===== src/rtl/ppu_write_queue.sv =====
// Purpose: holds CPU writes to PPU memories and replays them to the address decoder only during vblank; owns the vblank irq.
// Latency: a write accepted at edge N into an empty queue with vblank high drives out_write from edge N+2 to N+3.
// Backpressure: waitrequest is combinational and high while the queue is full, except for control-register writes.
//
// Ports:
//   clk, reset            system clock; asynchronous active-low reset
//   chipselect, write,    CPU slave write port; a write is accepted when
//   address, write_data   chipselect & write & ~waitrequest
//   waitrequest           stall to the CPU
//   vblank                vertical blank from the VGA timing block
//   out_chipselect,       replayed write towards the address decoder,
//   out_write,            strobes high for one cycle per replayed entry
//   out_address,
//   out_write_data
//   irq                   sticky vblank interrupt, set on vblank rise
//   level                 current queue occupancy
//   max_level,            high-water mark and late-frame counter, present
//   late_frames           only when PPU_WQ_STATS_EN is defined
//
// Control register (word address CTRL_ADDR, write only, never queued):
//   bit0 clears irq, bit1 flushes the queue, bit2 clears the statistics
//   (bit2 only has an effect with PPU_WQ_STATS_EN).

module ppu_write_queue #(
    parameter int          DEPTH     = 16,
    parameter logic [11:0] CTRL_ADDR = 12'hFFF
) (
    input  logic                     clk,
    input  logic                     reset,
    input  logic                     chipselect,
    input  logic                     write,
    input  logic [11:0]              address,
    input  logic [31:0]              write_data,
    output logic                     waitrequest,
    input  logic                     vblank,
    output logic                     out_chipselect,
    output logic                     out_write,
    output logic [11:0]              out_address,
    output logic [31:0]              out_write_data,
    output logic                     irq,
    output logic [$clog2(DEPTH):0]   level
`ifdef PPU_WQ_STATS_EN
    ,
    output logic [$clog2(DEPTH):0]   max_level,
    output logic [7:0]               late_frames
`endif
);

    localparam int AW = $clog2(DEPTH);
    localparam int LW = AW + 1;

    typedef enum logic {
        ST_IDLE  = 1'b0,
        ST_DRAIN = 1'b1
    } state_t;

    state_t        state_q;
    state_t        state_d;

    logic [11:0]   addr_mem [DEPTH];
    logic [31:0]   data_mem [DEPTH];
    logic [AW-1:0] wr_ptr;
    logic [AW-1:0] rd_ptr;
    logic [LW-1:0] level_nxt;

    logic          is_ctrl;
    logic          full;
    logic          level_nz;
    logic          accept;
    logic          push;
    logic          ctrl_wr;
    logic          flush;
    logic          irq_clr;
    logic          pop;
    logic          vblank_d;
    logic          vblank_rise;

    // ------------------------------------------------------------------
    // CPU side: accept / stall decode
    // ------------------------------------------------------------------
    assign is_ctrl  = (address == CTRL_ADDR);
    assign full     = (level == LW'(DEPTH));
    assign level_nz = (level != '0);

    // Control writes bypass the queue, so they must never be held off by it.
    assign waitrequest = chipselect & write & full & ~is_ctrl;
    assign accept      = chipselect & write & ~waitrequest;
    assign push        = accept & ~is_ctrl;
    assign ctrl_wr     = accept & is_ctrl;
    assign flush       = ctrl_wr & write_data[1];
    assign irq_clr     = ctrl_wr & write_data[0];

    // A flush on the same edge wins over any pop that would have happened,
    // so nothing stale is replayed after the queue is discarded.
    assign pop = (state_q == ST_DRAIN) & vblank & level_nz & ~flush;

    assign level_nxt = level + LW'(push) - LW'(pop);

    // ------------------------------------------------------------------
    // Drain FSM
    // ------------------------------------------------------------------
    always_ff @(posedge clk or negedge reset) begin
        if (!reset) begin
            state_q <= ST_IDLE;
        end else begin
            state_q <= state_d;
        end
    end

    always_comb begin
        state_d = state_q;
        case (state_q)
            ST_IDLE: begin
                if (vblank && level_nz && !flush) begin
                    state_d = ST_DRAIN;
                end
            end
            ST_DRAIN: begin
                // Leave as soon as the queue will be empty after this edge,
                // vblank has gone away, or the queue is being flushed.
                if (flush || !vblank || (level_nxt == '0)) begin
                    state_d = ST_IDLE;
                end
            end
            default: state_d = ST_IDLE;
        endcase
    end

    // ------------------------------------------------------------------
    // Circular buffer storage and pointers
    // ------------------------------------------------------------------
    always_ff @(posedge clk) begin
        if (push) begin
            addr_mem[wr_ptr] <= address;
            data_mem[wr_ptr] <= write_data;
        end
    end

    always_ff @(posedge clk or negedge reset) begin
        if (!reset) begin
            wr_ptr <= '0;
            rd_ptr <= '0;
            level  <= '0;
        end else if (flush) begin
            wr_ptr <= '0;
            rd_ptr <= '0;
            level  <= '0;
        end else begin
            if (push) begin
                wr_ptr <= wr_ptr + AW'(1);
            end
            if (pop) begin
                rd_ptr <= rd_ptr + AW'(1);
            end
            level <= level_nxt;
        end
    end

    // ------------------------------------------------------------------
    // Decoder-side output registers: one strobe cycle per popped entry,
    // address/data hold their last value between pops.
    // ------------------------------------------------------------------
    always_ff @(posedge clk or negedge reset) begin
        if (!reset) begin
            out_chipselect <= 1'b0;
            out_write      <= 1'b0;
            out_address    <= '0;
            out_write_data <= '0;
        end else begin
            out_chipselect <= pop;
            out_write      <= pop;
            if (pop) begin
                out_address    <= addr_mem[rd_ptr];
                out_write_data <= data_mem[rd_ptr];
            end
        end
    end

    // ------------------------------------------------------------------
    // vblank interrupt: a new frame's vblank must not be lost to a
    // simultaneous clear, so the set term takes priority.
    // ------------------------------------------------------------------
    assign vblank_rise = vblank & ~vblank_d;

    always_ff @(posedge clk or negedge reset) begin
        if (!reset) begin
            vblank_d <= 1'b0;
            irq      <= 1'b0;
        end else begin
            vblank_d <= vblank;
            if (vblank_rise) begin
                irq <= 1'b1;
            end else if (irq_clr) begin
                irq <= 1'b0;
            end
        end
    end

`ifdef PPU_WQ_STATS_EN
    // ------------------------------------------------------------------
    // Statistics: occupancy high-water mark and frames whose vblank ended
    // with writes still pending.
    // ------------------------------------------------------------------
    logic stats_clr;
    logic vblank_fall;

    assign stats_clr   = ctrl_wr & write_data[2];
    assign vblank_fall = ~vblank & vblank_d;

    always_ff @(posedge clk or negedge reset) begin
        if (!reset) begin
            max_level   <= '0;
            late_frames <= '0;
        end else if (stats_clr) begin
            max_level   <= '0;
            late_frames <= '0;
        end else begin
            if (level_nxt > max_level) begin
                max_level <= level_nxt;
            end
            if (vblank_fall && level_nz && (late_frames != 8'hFF)) begin
                late_frames <= late_frames + 8'd1;
            end
        end
    end
`endif

endmodule

===== config.mk =====
export PLATFORM = sky130hd
export DESIGN_NAME = ppu_write_queue
export DESIGN_NICKNAME = d
export VERILOG_FILES = /design/src/rtl/ppu_write_queue.sv
export SDC_FILE = /design/constraint.sdc
export NUM_CORES = 1
export LEC_CHECK = 0
export ABC_AREA = 1
export CORE_MARGIN = 2
export CORE_UTILIZATION = 30
export DETAILED_ROUTE_END_ITERATION = 8
export HOLD_SLACK_MARGIN = 0.03
export PLACE_DENSITY = 0.49
export SYNTH_ARGS = -nofsm -noshare
export SYNTH_HDL_FRONTEND = slang
export SYNTH_SLANG_ARGS = --single-unit

===== constraint.sdc =====
create_clock -name clk -period 9.5 [get_ports clk]
set_input_delay 0.95 -clock clk [delete_from_list [all_inputs] [get_ports clk]]
set_output_delay 0.95 -clock clk [all_outputs]
set_load 0.005 [all_outputs]

==> results.toml, run 1 <==
[run_status]
outcome = "completed"

[sta]
finClkSkew_ns = 0.0247
max_freq_ghz = 0.237
setup_viol = 0
worst_pin_slew_ns = 1.11
slew_violations = 0
finalCritPeriodShare = 0.444
fin_crit_ns = 4.21
finalHoldViolCount = 0
maxSlewHeadroom = 0.257
rsz0062_at_grt = "false"
setup_tns_ns = 0
holdWs_ns = 0.199

[floorplanning]
core_area_sq_um = 101000
initial_utilization = 0.302
pin_count = 102
fp-row-count = 117
fp.dieH_microns = 324
die_width_microns = 324
design.die.area_sq_um = 105000

[synthesis]
ys_dominant_reg_cell = "edfxtp_1"
syn_nets = 2658
avgSynthCellArea_sq_um = 11.8
yosysUniqueCellTypes = 27
yosysSeqAreaShare = 0.740
synth_most_common_cell = "nand2_1"
synth_top_area_share = 0.690
yosys_register_bits = 765
synth_top_area_cell = "edfxtp_1"
synth_area_sq_um = 30600
ys_top_cells_by_count = "1,095 x nand2_1, 704 x edfxtp_1, 365 x nand3_1"
synthTopCellsByArea = "edfxtp_1 69%, nand2_1 13%, nand3_1 6.0%"
ys_warn_count = 0
synth-async-reset-ratio = 0.0797
netlist_instances = 2597
synth-edff-count = 704

[run]
maxCapViolCount = 0

[worst_setup_path]
max_stage_delay_ns = 0.89
end_kind = "flip-flop"
r2r_cells = 9
cpMostUsedCell = "nand3_1"
critPathMaxFanout = 94
path_cells = "inv_8, buf_4, buf_4, nand2_1, nand3_1, nand3_1, nand3_1, nand2_1, o21ai_1"
required_ns = 10.04
path_class = "reg2reg"
r2r_slack_ns = 5.29
critical-path-slowest-cell = "buf_4"
cp-start-kind = "flip-flop"
r2r_end = "out_address[3]"
crit_arrival_ns = 4.76
timing.rr.start = "rd_ptr[0]"

[clock_network]
clock_path_buffers = 3
ctsHtreeMaxLevel = 3
cts_made_buffers = 83
cts_setup_buffers = 0
clock_sinks = 765
ctsResizeCount = 0
hold_buffers = 0
cts_root_buf = "clkbuf_16"
clkTransAtPathRegs_ns = 0.06
cts_tree = "done"
clock_latency_ns = 0.64

[grt]
grt_use_total = 0.157
grt_max_degree = 199
grt-ovfl-total = 0
grt_pass1_vias = 19310
antenna_found_initial = 3
grt_pass1_wl_mm = 123

[detailed_routing]
drc = 0
dr.first_iter.drc_count = 1542
first_pass_iters = 5
viasPerCell = 4.72
wl_per_cell_microns = 20.0
vias = 19401
drt-total-wl_mm = 82.1
ant_nets = 0

[layout]
layout.nets = 2733
syn_to_final_growth_pct = 16.0
drive_gt1_frac = 0.0690
antenna_cells_inserted = 0
final_area_sq_um = 35500

[pwr]
power_density_nw_per_um2 = 291
p_leak_nw = 12.9
peakVddDrop_v = 0.000246

[placement]
io_buffers = 101
dp_hpwl_mm = 42.4
place_area_sq_um = 33000
globalplace.congestion = 0.740

[worst_hold_path]
min_path_type = "in2async"
## state kept, by name, indices dropped and copies added (netlist names)
register,flops
irq,1
rd_ptr,4
wr_ptr,4
out_address,12
vblank_d,1
addr_mem,192
out_write_data,32
data_mem,512
state_q,1
level,5
out_write,1
## how the worst max path moves through the flow
stage / start / endpoint / slack (ns) / cells past startpoint
floorplan: chipselect / addr_mem[11][0] / 5.50 / 6
global placement: address[6] / state_q / 4.69 / 15
detailed placement: address[6] / addr_mem[7][7] / 4.65 / 9
CTS: rd_ptr[0] / out_address[1] / 5.24 / 9
global route: rd_ptr[0] / out_write_data[31] / 4.90 / 9
finish: rd_ptr[0] / out_address[3] / 5.29 / 9
## final cells by class
cell class                      count  area (sq um)
Fill cell                        9890         65900
Sequential cell                   765         22700
Multi-Input combinational cell   1659          7190
Clock buffer                      119          2310
Tap cell                         1368          1710
Timing Repair Buffer              133          1260
Clock inverter                     35           248
Inverter                           30           124
## cells by family after synthesis
kind of cell	Yosys count	share of synthesized area
AO/OA/AOI/OAI	145	0.0249
XOR/XNOR	2	0.000572
adder cells (fa/ha/maj)	12	0.00515
buffers and inverters	173	0.0289
flip-flops	765	0.740
AND/OR/NAND/NOR	1500	0.200
## critical path: cells and delay by family (launching register included)
kind / cells / cell delay [ns]
buf+inv: 3 / 2.36
compound gates: 1 / 0.14
simple gates: 5 / 0.59
flops: 1 / 0.80
## power breakdown
group	switching [W]	total [W]	leakage [nW]	internal, W
Sequential	0.000209	0.00414	7.09	0.00393
Combinational	0.00218	0.00313	4.60	0.000946
Clock	0.00131	0.00306	1.25	0.00175
Total	0.00370	0.0103	12.9	0.00663
## cell usage in the layout (no fill, tap or decap), drive strengths merged
master,n
nand2,1096
edfxtp,704
nand3,366
clkbuf,119
clkdlybuf4s50,100
a21oi,92
dfrtp,61
o21ai,53
buf,33
inv,32
nor2,32
clkinv,28
ha,11
nor3,3
clkinvlp,3
xor2,2
nand4,2
bufinv,2
nor4,1
fa,1
## per-stage QoR
stage | utilization | std cells | total power (W) | setup WS [ns]
6_report | 0.350 | 4109 | 0.0103 | 5.29
4_1_cts | 0.350 | 4109 | 0.0105 | 5.24
3_3_place_gp | 0.325 | 3955 | 0.00736 | 4.69
5_1_grt | 0.350 | 4109 | 0.0109 | 4.90
3_5_place_dp | 0.325 | 3955 | 0.00739 | 4.65
2_1_floorplan | - | 2597 | 0.00619 | 5.50
## metal layers
| layer | routed length (microns) | share of wire | vias to the layer above | global-route usage |
|---|---|---|---|---|
| li1 | - | - | 9129 | - |
| met1 | 36800 | 0.45 | 9617 | 0.213 |
| met2 | 38600 | 0.47 | 524 | 0.255 |
| met3 | 4580 | 0.056 | 125 | 0.0272 |
| met4 | 2120 | 0.026 | 6 | 0.0562 |
| met5 | 39 | 0.00048 | - | 0 |
Note: power is estimated with default switching activity, not from simulation.
==> inputs of run 2 (changes only) <==
clock period = 4.1 ns   (was 9.5 ns; I/O delays follow)
==> run 2 against run 1 <==
Effect of this change: non-clock buffer count is 35 higher; cell area up 1.7%; clock power up 140%; largest power group unchanged; sequential power rose by 130%; first-iteration DRC count increased by 14%; core utilization grew 0.60 points; critical path type is now in2reg.
==> results.toml, run 2 (synthesized netlist as in run 1, its figures left out) <==
[grt]
grt_pass1_wl_mm = 126
grt-ovfl-total = 0
grt_use_total = 0.161
antenna_found_initial = 3
grt_max_degree = 121
grt_pass1_vias = 19347

[floorplanning]
fp-row-count = 117
core_area_sq_um = 101000
fp.dieH_microns = 324
die_width_microns = 324
pin_count = 102
initial_utilization = 0.302
design.die.area_sq_um = 105000

[worst_setup_path]
critPathMaxFanout = 2
path_class = "in2reg"
crit_arrival_ns = 3.57
cp-start-kind = "input port"
required_ns = 4.62
end_kind = "flip-flop"

[detailed_routing]
dr.first_iter.drc_count = 1755
first_pass_iters = 5
wl_per_cell_microns = 20.3
wl_met3_mm = 4.39
drc = 0
ant_nets = 0
m1WireLength_mm = 38.5
viasPerCell = 4.67
drt-total-wl_mm = 84.1
top_layer = "met5"
vias = 19358
dr_wl_met2_mm = 39.3

[layout]
largest_reg_flops = 512
nFillCells = 9844
antenna_cells_inserted = 0
final_util = 0.356
top_regs = "data_mem x512, addr_mem x192, out_write_data x32"
syn_to_final_growth_pct = 18.0
final_common_cell = "nand2_1"
top_register = "data_mem"
final_cell_mix = "1,095 x nand2_1, 704 x edfxtp_1, 365 x nand3_1"
drive_gt1_frac = 0.0778
layout.nets = 2769

[pwr]
power_density_nw_per_um2 = 675
p_leak_nw = 13.2
peakVddDrop_v = 0.000447

[sta]
finClkSkew_ns = 0.0257
maxSlewHeadroom = 0.202
setup_tns_ns = 0
rsz0062_at_grt = "false"
worst_pin_slew_ns = 1.20
max_freq_ghz = 0.327
setup_viol = 0
finalCritPeriodShare = 0.745
fin_crit_ns = 3.05
finalHoldViolCount = 0
holdWs_ns = 0.340
setup_ws_ns = 1.05
slew_violations = 0

[clock_network]
clock_latency_ns = 0.64
cts_setup_buffers = 0
cts_made_buffers = 84
hold_buffers = 1
clock_path_buffers = 3
cts_tree = "done"
cts_root_buf = "clkbuf_16"
clkTransAtPathRegs_ns = 0.06
clock_sinks = 765
ctsHtreeMaxLevel = 3
ctsResizeCount = 0

[placement]
dp_slack_ns = 0.428
dp_hpwl_mm = 49.3
globalplace.congestion = 0.804
io_buffers = 101

[worst_hold_path]
min_path_type = "in2async"

[run_status]
outcome = "completed"

[run]
maxCapViolCount = 0
==> run 2: critical path, stage by stage <==
cell and delay (ns):
clkdlybuf4s50_1 0.62, nand2_1 0.11, nor2_2 0.28, buf_4 0.21, nand4_1 0.14, nor2_2 0.14, nor2_1 0.07, ha_1 0.29
inv_1 0.04, ha_1 0.21, fa_1 0.44, xor2_1 0.20, nor3_1 0.16, nand3_1 0.11, nand3_1 0.09, nand2_1 0.05
==> run 2: per-stage QoR <==
step / instance area, sq um / cells / power, W
2_1_floorplan: 30600 / 2597 / 0.0143
3_3_place_gp: 33500 / 3989 / 0.0174
4_1_cts: 36100 / 4143 / 0.0248
6_report: 36100 / 4143 / 0.0244
3_5_place_dp: 33500 / 3989 / 0.0174
5_1_grt: 36100 / 4143 / 0.0258
==> run 2: layout make-up <==
cell class,count,area (sq um),share of cell area
tap,1368,1710,0.0474
multi-input combinational,1659,7190,0.199
sequential,765,22700,0.627
clock inverter,42,397,0.0110
timing repair buffer,168,1800,0.0499
inverter,30,124,0.00343
clock buffer,111,2230,0.0618
==> run 2: where the power goes <==
| group | switching, W | total [W] | internal (W) |
|---|---|---|---|
| sequential | 0.000385 | 0.00949 | 0.00911 |
| combinational | 0.00531 | 0.00762 | 0.00231 |
| clock | 0.00308 | 0.00730 | 0.00422 |
==> run 2: per-layer routing <==
layer	track usage	vias to the layer above
met1	0.224	9551
met4	0.0451	4
met2	0.260	478
met5	0	-
met3	0.0279	119
li1	-	9206
==> run 2: final timing paths <==
check | startpoint | to | slack, ns | cells past startpoint
max | address[1] | state_q | 1.05 | 16
min | reset | vblank_d | 0.34 | 2
min reg2reg | vblank_d | irq | 0.41 | 1
min in group clk | vblank | vblank_d | 0.36 | 1
max reg2reg | level[2] | data_mem[11][7] | 1.29 | 8
max in group asynchronous | reset | out_write_data[23] | 2.73 | 3
